<file path="src/rtl/hilo_md_if.sv">
// EX-stage bundle between the pipeline and the HI/LO multiply/divide sequencer.
// The pipeline side is the master; the sequencer is the slave.
interface hilo_md_if;
  logic        flush;
  logic        valid_e;
  logic [4:0]  alucontrol_e;
  logic [31:0] a_e;
  logic [31:0] b_e;
  logic        stall_md;
  logic        busy;
  logic [31:0] hi_o;
  logic [31:0] lo_o;

  modport master (
    output flush, valid_e, alucontrol_e, a_e, b_e,
    input  stall_md, busy, hi_o, lo_o
  );

  modport slave (
    input  flush, valid_e, alucontrol_e, a_e, b_e,
    output stall_md, busy, hi_o, lo_o
  );
endinterface

</file>
<file path="src/rtl/hilo_md_ctrl.sv">
// Multiply/divide sequencer and owner of the architectural HI/LO registers.
// Runs MULT/MULTU over MUL_CYCLES and DIV/DIVU as a 32-step restoring divider.
//
// state  | meaning
// S_IDLE | ready; accepts mult/div starts and MTHI/MTLO writes
// S_MUL  | multiplier settling, product captured when cnt reaches 0
// S_DIV  | one shift-subtract step per cycle on operand magnitudes
// S_FIN  | result ready; HI/LO written at the edge that ends this state
module hilo_md_ctrl #(
  parameter int unsigned MUL_CYCLES    = 2,
  parameter logic [4:0]  MULT_CONTROL  = 5'h11,
  parameter logic [4:0]  MULTU_CONTROL = 5'h12,
  parameter logic [4:0]  DIV_CONTROL   = 5'h13,
  parameter logic [4:0]  DIVU_CONTROL  = 5'h14,
  parameter logic [4:0]  MTHI_CONTROL  = 5'h15,
  parameter logic [4:0]  MTLO_CONTROL  = 5'h16
) (
  input logic      clk,
  input logic      resetn,
  hilo_md_if.slave md
);

  typedef enum logic [1:0] {S_IDLE, S_MUL, S_DIV, S_FIN} state_e;

  state_e      state_q;
  logic [4:0]  cnt_q;
  logic [31:0] hi_q, lo_q;
  logic [31:0] rem_q, quo_q, dvs_q;
  logic        is_div_q, sgn_q, neg_quo_q, neg_rem_q;

  logic op_mul, op_div, op_sgn, start, a_neg, b_neg;

  assign op_mul = (md.alucontrol_e == MULT_CONTROL) || (md.alucontrol_e == MULTU_CONTROL);
  assign op_div = (md.alucontrol_e == DIV_CONTROL)  || (md.alucontrol_e == DIVU_CONTROL);
  assign op_sgn = (md.alucontrol_e == MULT_CONTROL) || (md.alucontrol_e == DIV_CONTROL);
  assign a_neg  = op_sgn & md.a_e[31];
  assign b_neg  = op_sgn & md.b_e[31];
  assign start  = md.valid_e & ~md.flush & (state_q == S_IDLE) & (op_mul | op_div);

  assign md.stall_md = ~md.flush & (start | (state_q == S_MUL) | (state_q == S_DIV));
  assign md.busy     = (state_q != S_IDLE);
  assign md.hi_o     = hi_q;
  assign md.lo_o     = lo_q;

  // 64-bit operands so the low 64 bits of the product are right for both signednesses
  logic [63:0] mul_a, mul_b, prod;
  assign mul_a = {{32{sgn_q & quo_q[31]}}, quo_q};
  assign mul_b = {{32{sgn_q & dvs_q[31]}}, dvs_q};
  assign prod  = mul_a * mul_b;

  logic [32:0] shl, trial;
  logic [31:0] rem_d, quo_d;
  assign shl   = {rem_q, quo_q[31]};
  assign trial = shl - {1'b0, dvs_q};
  assign rem_d = trial[32] ? shl[31:0] : trial[31:0];
  assign quo_d = {quo_q[30:0], ~trial[32]};

  // Divide by zero leaves rem=|a| (sign fix restores a) but the quotient must stay all ones
  logic [31:0] hi_fin, lo_fin;
  always_comb begin
    hi_fin = rem_q;
    lo_fin = quo_q;
    if (is_div_q) begin
      if (neg_rem_q) hi_fin = -rem_q;
      if (dvs_q == '0)    lo_fin = '1;
      else if (neg_quo_q) lo_fin = -quo_q;
    end
  end

  always_ff @(posedge clk or negedge resetn) begin
    if (!resetn) begin
      state_q   <= S_IDLE;
      cnt_q     <= '0;
      hi_q      <= '0;
      lo_q      <= '0;
      rem_q     <= '0;
      quo_q     <= '0;
      dvs_q     <= '0;
      is_div_q  <= 1'b0;
      sgn_q     <= 1'b0;
      neg_quo_q <= 1'b0;
      neg_rem_q <= 1'b0;
    end else if (md.flush) begin
      state_q <= S_IDLE;
    end else begin
      unique case (state_q)
        S_IDLE: begin
          if (start) begin
            state_q   <= op_div ? S_DIV : S_MUL;
            cnt_q     <= op_div ? 5'd31 : 5'(MUL_CYCLES - 1);
            is_div_q  <= op_div;
            sgn_q     <= op_sgn;
            neg_quo_q <= a_neg ^ b_neg;
            neg_rem_q <= a_neg;
            rem_q     <= '0;
            quo_q     <= (op_div & a_neg) ? -md.a_e : md.a_e;
            dvs_q     <= (op_div & b_neg) ? -md.b_e : md.b_e;
          end else if (md.valid_e && md.alucontrol_e == MTHI_CONTROL) begin
            hi_q <= md.a_e;
          end else if (md.valid_e && md.alucontrol_e == MTLO_CONTROL) begin
            lo_q <= md.a_e;
          end
        end
        S_MUL: begin
          if (cnt_q == '0) begin
            {rem_q, quo_q} <= prod;
            state_q        <= S_FIN;
          end else begin
            cnt_q <= cnt_q - 5'd1;
          end
        end
        S_DIV: begin
          rem_q <= rem_d;
          quo_q <= quo_d;
          cnt_q <= cnt_q - 5'd1;
          if (cnt_q == '0) state_q <= S_FIN;
        end
        S_FIN: begin
          hi_q    <= hi_fin;
          lo_q    <= lo_fin;
          state_q <= S_IDLE;
        end
      endcase
    end
  end

endmodule
</file>
<file path="src/flat_wrapper.sv">
// flat-port wrapper written by rule: the top's interface ports become plain ports
module hilo_md_ctrl_flat 
#(
  parameter int unsigned MUL_CYCLES    = 2,
  parameter logic [4:0]  MULT_CONTROL  = 5'h11,
  parameter logic [4:0]  MULTU_CONTROL = 5'h12,
  parameter logic [4:0]  DIV_CONTROL   = 5'h13,
  parameter logic [4:0]  DIVU_CONTROL  = 5'h14,
  parameter logic [4:0]  MTHI_CONTROL  = 5'h15,
  parameter logic [4:0]  MTLO_CONTROL  = 5'h16
)
  (clk, resetn, md_flush, md_valid_e, md_alucontrol_e, md_a_e, md_b_e, md_stall_md, md_busy, md_hi_o, md_lo_o);
  hilo_md_if md_i ();
  input logic clk;
  input logic resetn;
  input wire logic [$bits(md_i.flush)-1:0] md_flush;
  input wire logic [$bits(md_i.valid_e)-1:0] md_valid_e;
  input wire logic [$bits(md_i.alucontrol_e)-1:0] md_alucontrol_e;
  input wire logic [$bits(md_i.a_e)-1:0] md_a_e;
  input wire logic [$bits(md_i.b_e)-1:0] md_b_e;
  output wire logic [$bits(md_i.stall_md)-1:0] md_stall_md;
  output wire logic [$bits(md_i.busy)-1:0] md_busy;
  output wire logic [$bits(md_i.hi_o)-1:0] md_hi_o;
  output wire logic [$bits(md_i.lo_o)-1:0] md_lo_o;
  assign md_i.flush = md_flush;
  assign md_i.valid_e = md_valid_e;
  assign md_i.alucontrol_e = md_alucontrol_e;
  assign md_i.a_e = md_a_e;
  assign md_i.b_e = md_b_e;
  assign md_stall_md = md_i.stall_md;
  assign md_busy = md_i.busy;
  assign md_hi_o = md_i.hi_o;
  assign md_lo_o = md_i.lo_o;
  hilo_md_ctrl #(.MUL_CYCLES(MUL_CYCLES), .MULT_CONTROL(MULT_CONTROL), .MULTU_CONTROL(MULTU_CONTROL), .DIV_CONTROL(DIV_CONTROL), .DIVU_CONTROL(DIVU_CONTROL), .MTHI_CONTROL(MTHI_CONTROL), .MTLO_CONTROL(MTLO_CONTROL)) u_core (.clk(clk), .resetn(resetn), .md(md_i));
endmodule
</file>
<file path="config.mk">
export PLATFORM = sky130hd
export DESIGN_NAME = hilo_md_ctrl_flat
export DESIGN_NICKNAME = d
export VERILOG_FILES = /design/src/rtl/hilo_md_if.sv /design/src/rtl/hilo_md_ctrl.sv /design/src/flat_wrapper.sv
export SDC_FILE = /design/constraint.sdc
export NUM_CORES = 2
export LEC_CHECK = 0
export BUFFER_PORTS_ARGS = -buffer_cell sky130_fd_sc_hd__buf_4
export CAP_MARGIN = 0
export CORE_MARGIN = 2
export CORE_UTILIZATION = 50
export DETAILED_ROUTE_END_ITERATION = 12
export PLACE_DENSITY = 0.78
export SLEW_MARGIN = 20
export SYNTH_ARGS = -nofsm -noshare
export SYNTH_HDL_FRONTEND = slang
export SYNTH_SLANG_ARGS = --single-unit
</file>
<file path="constraint.sdc">
create_clock -name clk -period 11.65 [get_ports clk]
set_input_delay 2.33 -clock clk [delete_from_list [all_inputs] [get_ports clk]]
set_output_delay 2.33 -clock clk [all_outputs]
set_load 0.02 [all_outputs]
</file>
==> flow_summary.yaml <==
final_layout:
  seqCellArea_sq_um: 4290
  fillers: 9026
  multiInputGateArea_sq_um: 40300
  post_route_cells_drive_above_1_share_pct: 5.88
  mostFrequentLayoutCell: "inv_1"
  nets: 7120
  layout-area-overhead-vs-synth_pct: 5.03
  layout.cells.most_common_list: "1,206 x inv_1, 1,125 x fa_1, 921 x nand2_1"
route:
  post_route_ant_nets: 0
  routed-wl-met2_mm: 72.9
  met1_length_mm: 57.9
  drtPass1Iterations: 6
  post-route-drc-count: 0
  total_vias_in_the_final_route: 41300
  routed_wl_mm: 161
  top_layer_in_use: "met5"
  wire_per_inst_um: 23.0
  route.detailed.vias_per_inst: 5.92
  wl_met3_mm: 18.2
  initialDrtViolationCount: 4196
timing:
  report.final.slew_viol_count: 0
  max_slew.worst_pin.slew_ns: 1.04
  period_minus_slack_ns: 9.13
  min_period_over_period_pct: 78.4
  worst_relative_slew_slack_pct: 30.5
  accumulated_negative_setup_slack_ns: 0
  fmaxAchievable_mhz: 110
  setup_skew_ns: 0.0142
  hold_viol_final: 0
  rsz_0062_raised_after_global_routing: "false"
  timing.final.setup_violations: 0
floorplanning:
  fp.dieArea_sq_um: 104000
  rows: 116
  initial_core_util_pct: 50.5
  core_sq_um: 100000
  fp.dieH_um: 322
  io_pins: 139
  die_width_um: 322
global_route:
  aggregate_global_routing_overflow: 0
  grt_start_max_net_pins: 96
  grt_first_pass_wirelength_mm: 252
  grt_antenna_before_repair: 16
  grt.total_usage_pct: 32.0
  via_count_of_the_first_global_routing_pass: 44400
synthesis:
  ys_dominant_reg_cell: "dfrtp_1"
  synth.ff_latch_count: 171
  seq_area_frac_synth_pct: 8.47
  synth_enable_flop_cells: 0
  synth.net_count: 7233
  yosys.area_share.xor_xnor_pct: 3.62
  synth-compound-area-share_pct: 8.95
  synth_top_family_by_area: "adder cells"
  post_synthesis_cell_area_sq_um: 50500
  synth_mux_area_share_pct: 0.545
  async_flop_share_pct: 100
  synthesis.yosys.warnings: 0
  synthesis.area_per_instance_sq_um: 8.75
  synth_simple_gate_area_share_pct: 15.7
  netlist_instances: 5778
  ys_types: 100
  post_synth_fa_ha_maj_area_fraction_pct: 50.9
clock_network:
  deepest_clock_path_buffer_count: 2
  post_cts.repair.setup_buffers: 0
  cts-htree-levels: 4
  cts_num_sinks: 171
  number_of_clock_buffers_inserted_by_tritoncts: 17
  post_cts_hold_buffer_count: 0
  clk-insertion-delay-late_ns: 0.48
  tritoncts: "built"
  clkTransAtPathRegs_ns: 0.09
  postcts_resize_cnt: 0
  clockRootBuffer: "clkbuf_16"
worst_hold_path:
  hold_path.class: "reg -> reg"
  hold_path_endpoint: "u_core.md.hi_o[23]"
  hold-path-cell-count: 2
  min-delay-start: "u_core.md.hi_o[23]"
place:
  hpwlAfterDp_mm: 124
  finalWeightedCongestion: 0.974
  placement.io_buffers: 138
critical_path:
  cp_data_required_time_ns: 11.98
  r2r.worst_path.cells: 25
  reg2reg_to: "u_core.rem_q[23]"
  worst-setup-path-type: "reg -> reg"
  worst_setup_path_end_kind: "flip-flop"
  start_kind: "flip-flop"
  r2r_start: "u_core.quo_q[31]"
  timing.critical_path.arrival_ns: 9.46
  crit_fanout: 13
  r2r_setup_slack_ns: 2.52
outcome:
  run_status: "finished clean"
flow_run:
  maxCapViolCount: 0
[layout make-up]
| cell class | instances | share of cell area (%) |
|---|---|---|
| inverter | 1210 | 8.56 |
| tap | 1298 | 3.06 |
| multi-input combinational | 4045 | 76.0 |
| clock inverter | 15 | 0.384 |
| antenna | 6 | 0.0283 |
| clock buffer | 17 | 0.801 |
| sequential | 171 | 8.09 |
| timing repair buffer | 220 | 3.12 |
[registers in the layout, indices dropped and copies added, names as in the netlist, 2 cells and up]
signal and count:
u_core.state_q 2, u_core.md.lo_o 32, u_core.dvs_q 32, u_core.quo_q 32
u_core.cnt_q 5, u_core.rem_q 32, u_core.md.hi_o 32
[worst max-delay path: stages, from the launching register on]
cell and delay (ns):
dfrtp_1 0.37, and2_1 0.65, nand2_1 0.29, inv_1 0.17
fa_1 0.40, inv_1 0.23, fa_1 0.51, inv_1 0.20
fa_1 0.48, fa_1 0.89, inv_1 0.35, fa_1 0.57
inv_1 0.06, fa_1 0.52, inv_1 0.05, fa_1 0.45
fa_1 0.49, inv_1 0.04, ha_1 0.42, nand3_1 0.12
nor3_1 0.27, o2111ai_2 0.25, a31oi_1 0.50, xor2_1 0.16
a2111oi_1 0.41, o22ai_1 0.11
[synth_stat cells, drive strengths merged, types with 34 or more instances]
cell / number / area (sq um)
fa: 1126 / 22500
xnor2: 143 / 1250
nand3: 47 / 235
o21ai: 241 / 1210
and3: 35 / 219
xor2: 66 / 578
buf: 52 / 249
nor3: 44 / 241
inv: 1206 / 4530
clkbuf: 300 / 1180
nand2: 925 / 3470
o31ai: 34 / 284
o22ai: 45 / 294
nor2: 235 / 892
a21o: 49 / 368
a21oi: 159 / 803
and2: 285 / 1780
ha: 256 / 3200
dfrtp: 171 / 4280
[how the worst max path moves through the flow]
stage | depth (start not counted) | startpoint | slack [ns] | to
after CTS | 25 | u_core.quo_q[31] | 2.61 | u_core.rem_q[23]
after global placement | 26 | u_core.quo_q[31] | 2.85 | u_core.rem_q[23]
after detailed placement | 25 | u_core.quo_q[31] | 2.65 | u_core.rem_q[23]
final | 25 | u_core.quo_q[31] | 2.52 | u_core.rem_q[23]
after floorplan | 27 | u_core.quo_q[31] | 3.68 | u_core.rem_q[30]
after global routing | 25 | u_core.quo_q[31] | 2.04 | u_core.rem_q[23]
[per-layer routing]
metal,GRT usage [%],up-vias
li1,-,17300
met3,8.02,709
met2,50.2,2521
met4,19.3,10
met5,1.37,-
met1,40.1,20800
[through the flow]
step	hold WS (ns)	worst slack [ns]	instance area, sq um	cells	util (%)
final	0.484	2.52	53100	6982	53.0
after detailed placement	0.471	2.65	52400	6944	52.4
after global placement	0.470	2.85	52400	6944	52.4
after floorplan	0.509	3.68	50500	5778	-
after CTS	0.490	2.61	53100	6976	53.0
after global routing	0.513	2.04	53100	6977	53.0
[cells by family after synthesis]
logic type               after synthesis
flip-flops                           171
buffers and inverters               1562
adder cells (fa/ha/maj)             1382
AO/OA/AOI/OAI                        711
AND/OR/NAND/NOR                     1716
multiplexers                          27
XOR/XNOR                             209
Power is left out: the tool's default activity adds up to more than one toggle a clock period on the data nets, which glitch-free logic cannot reach.
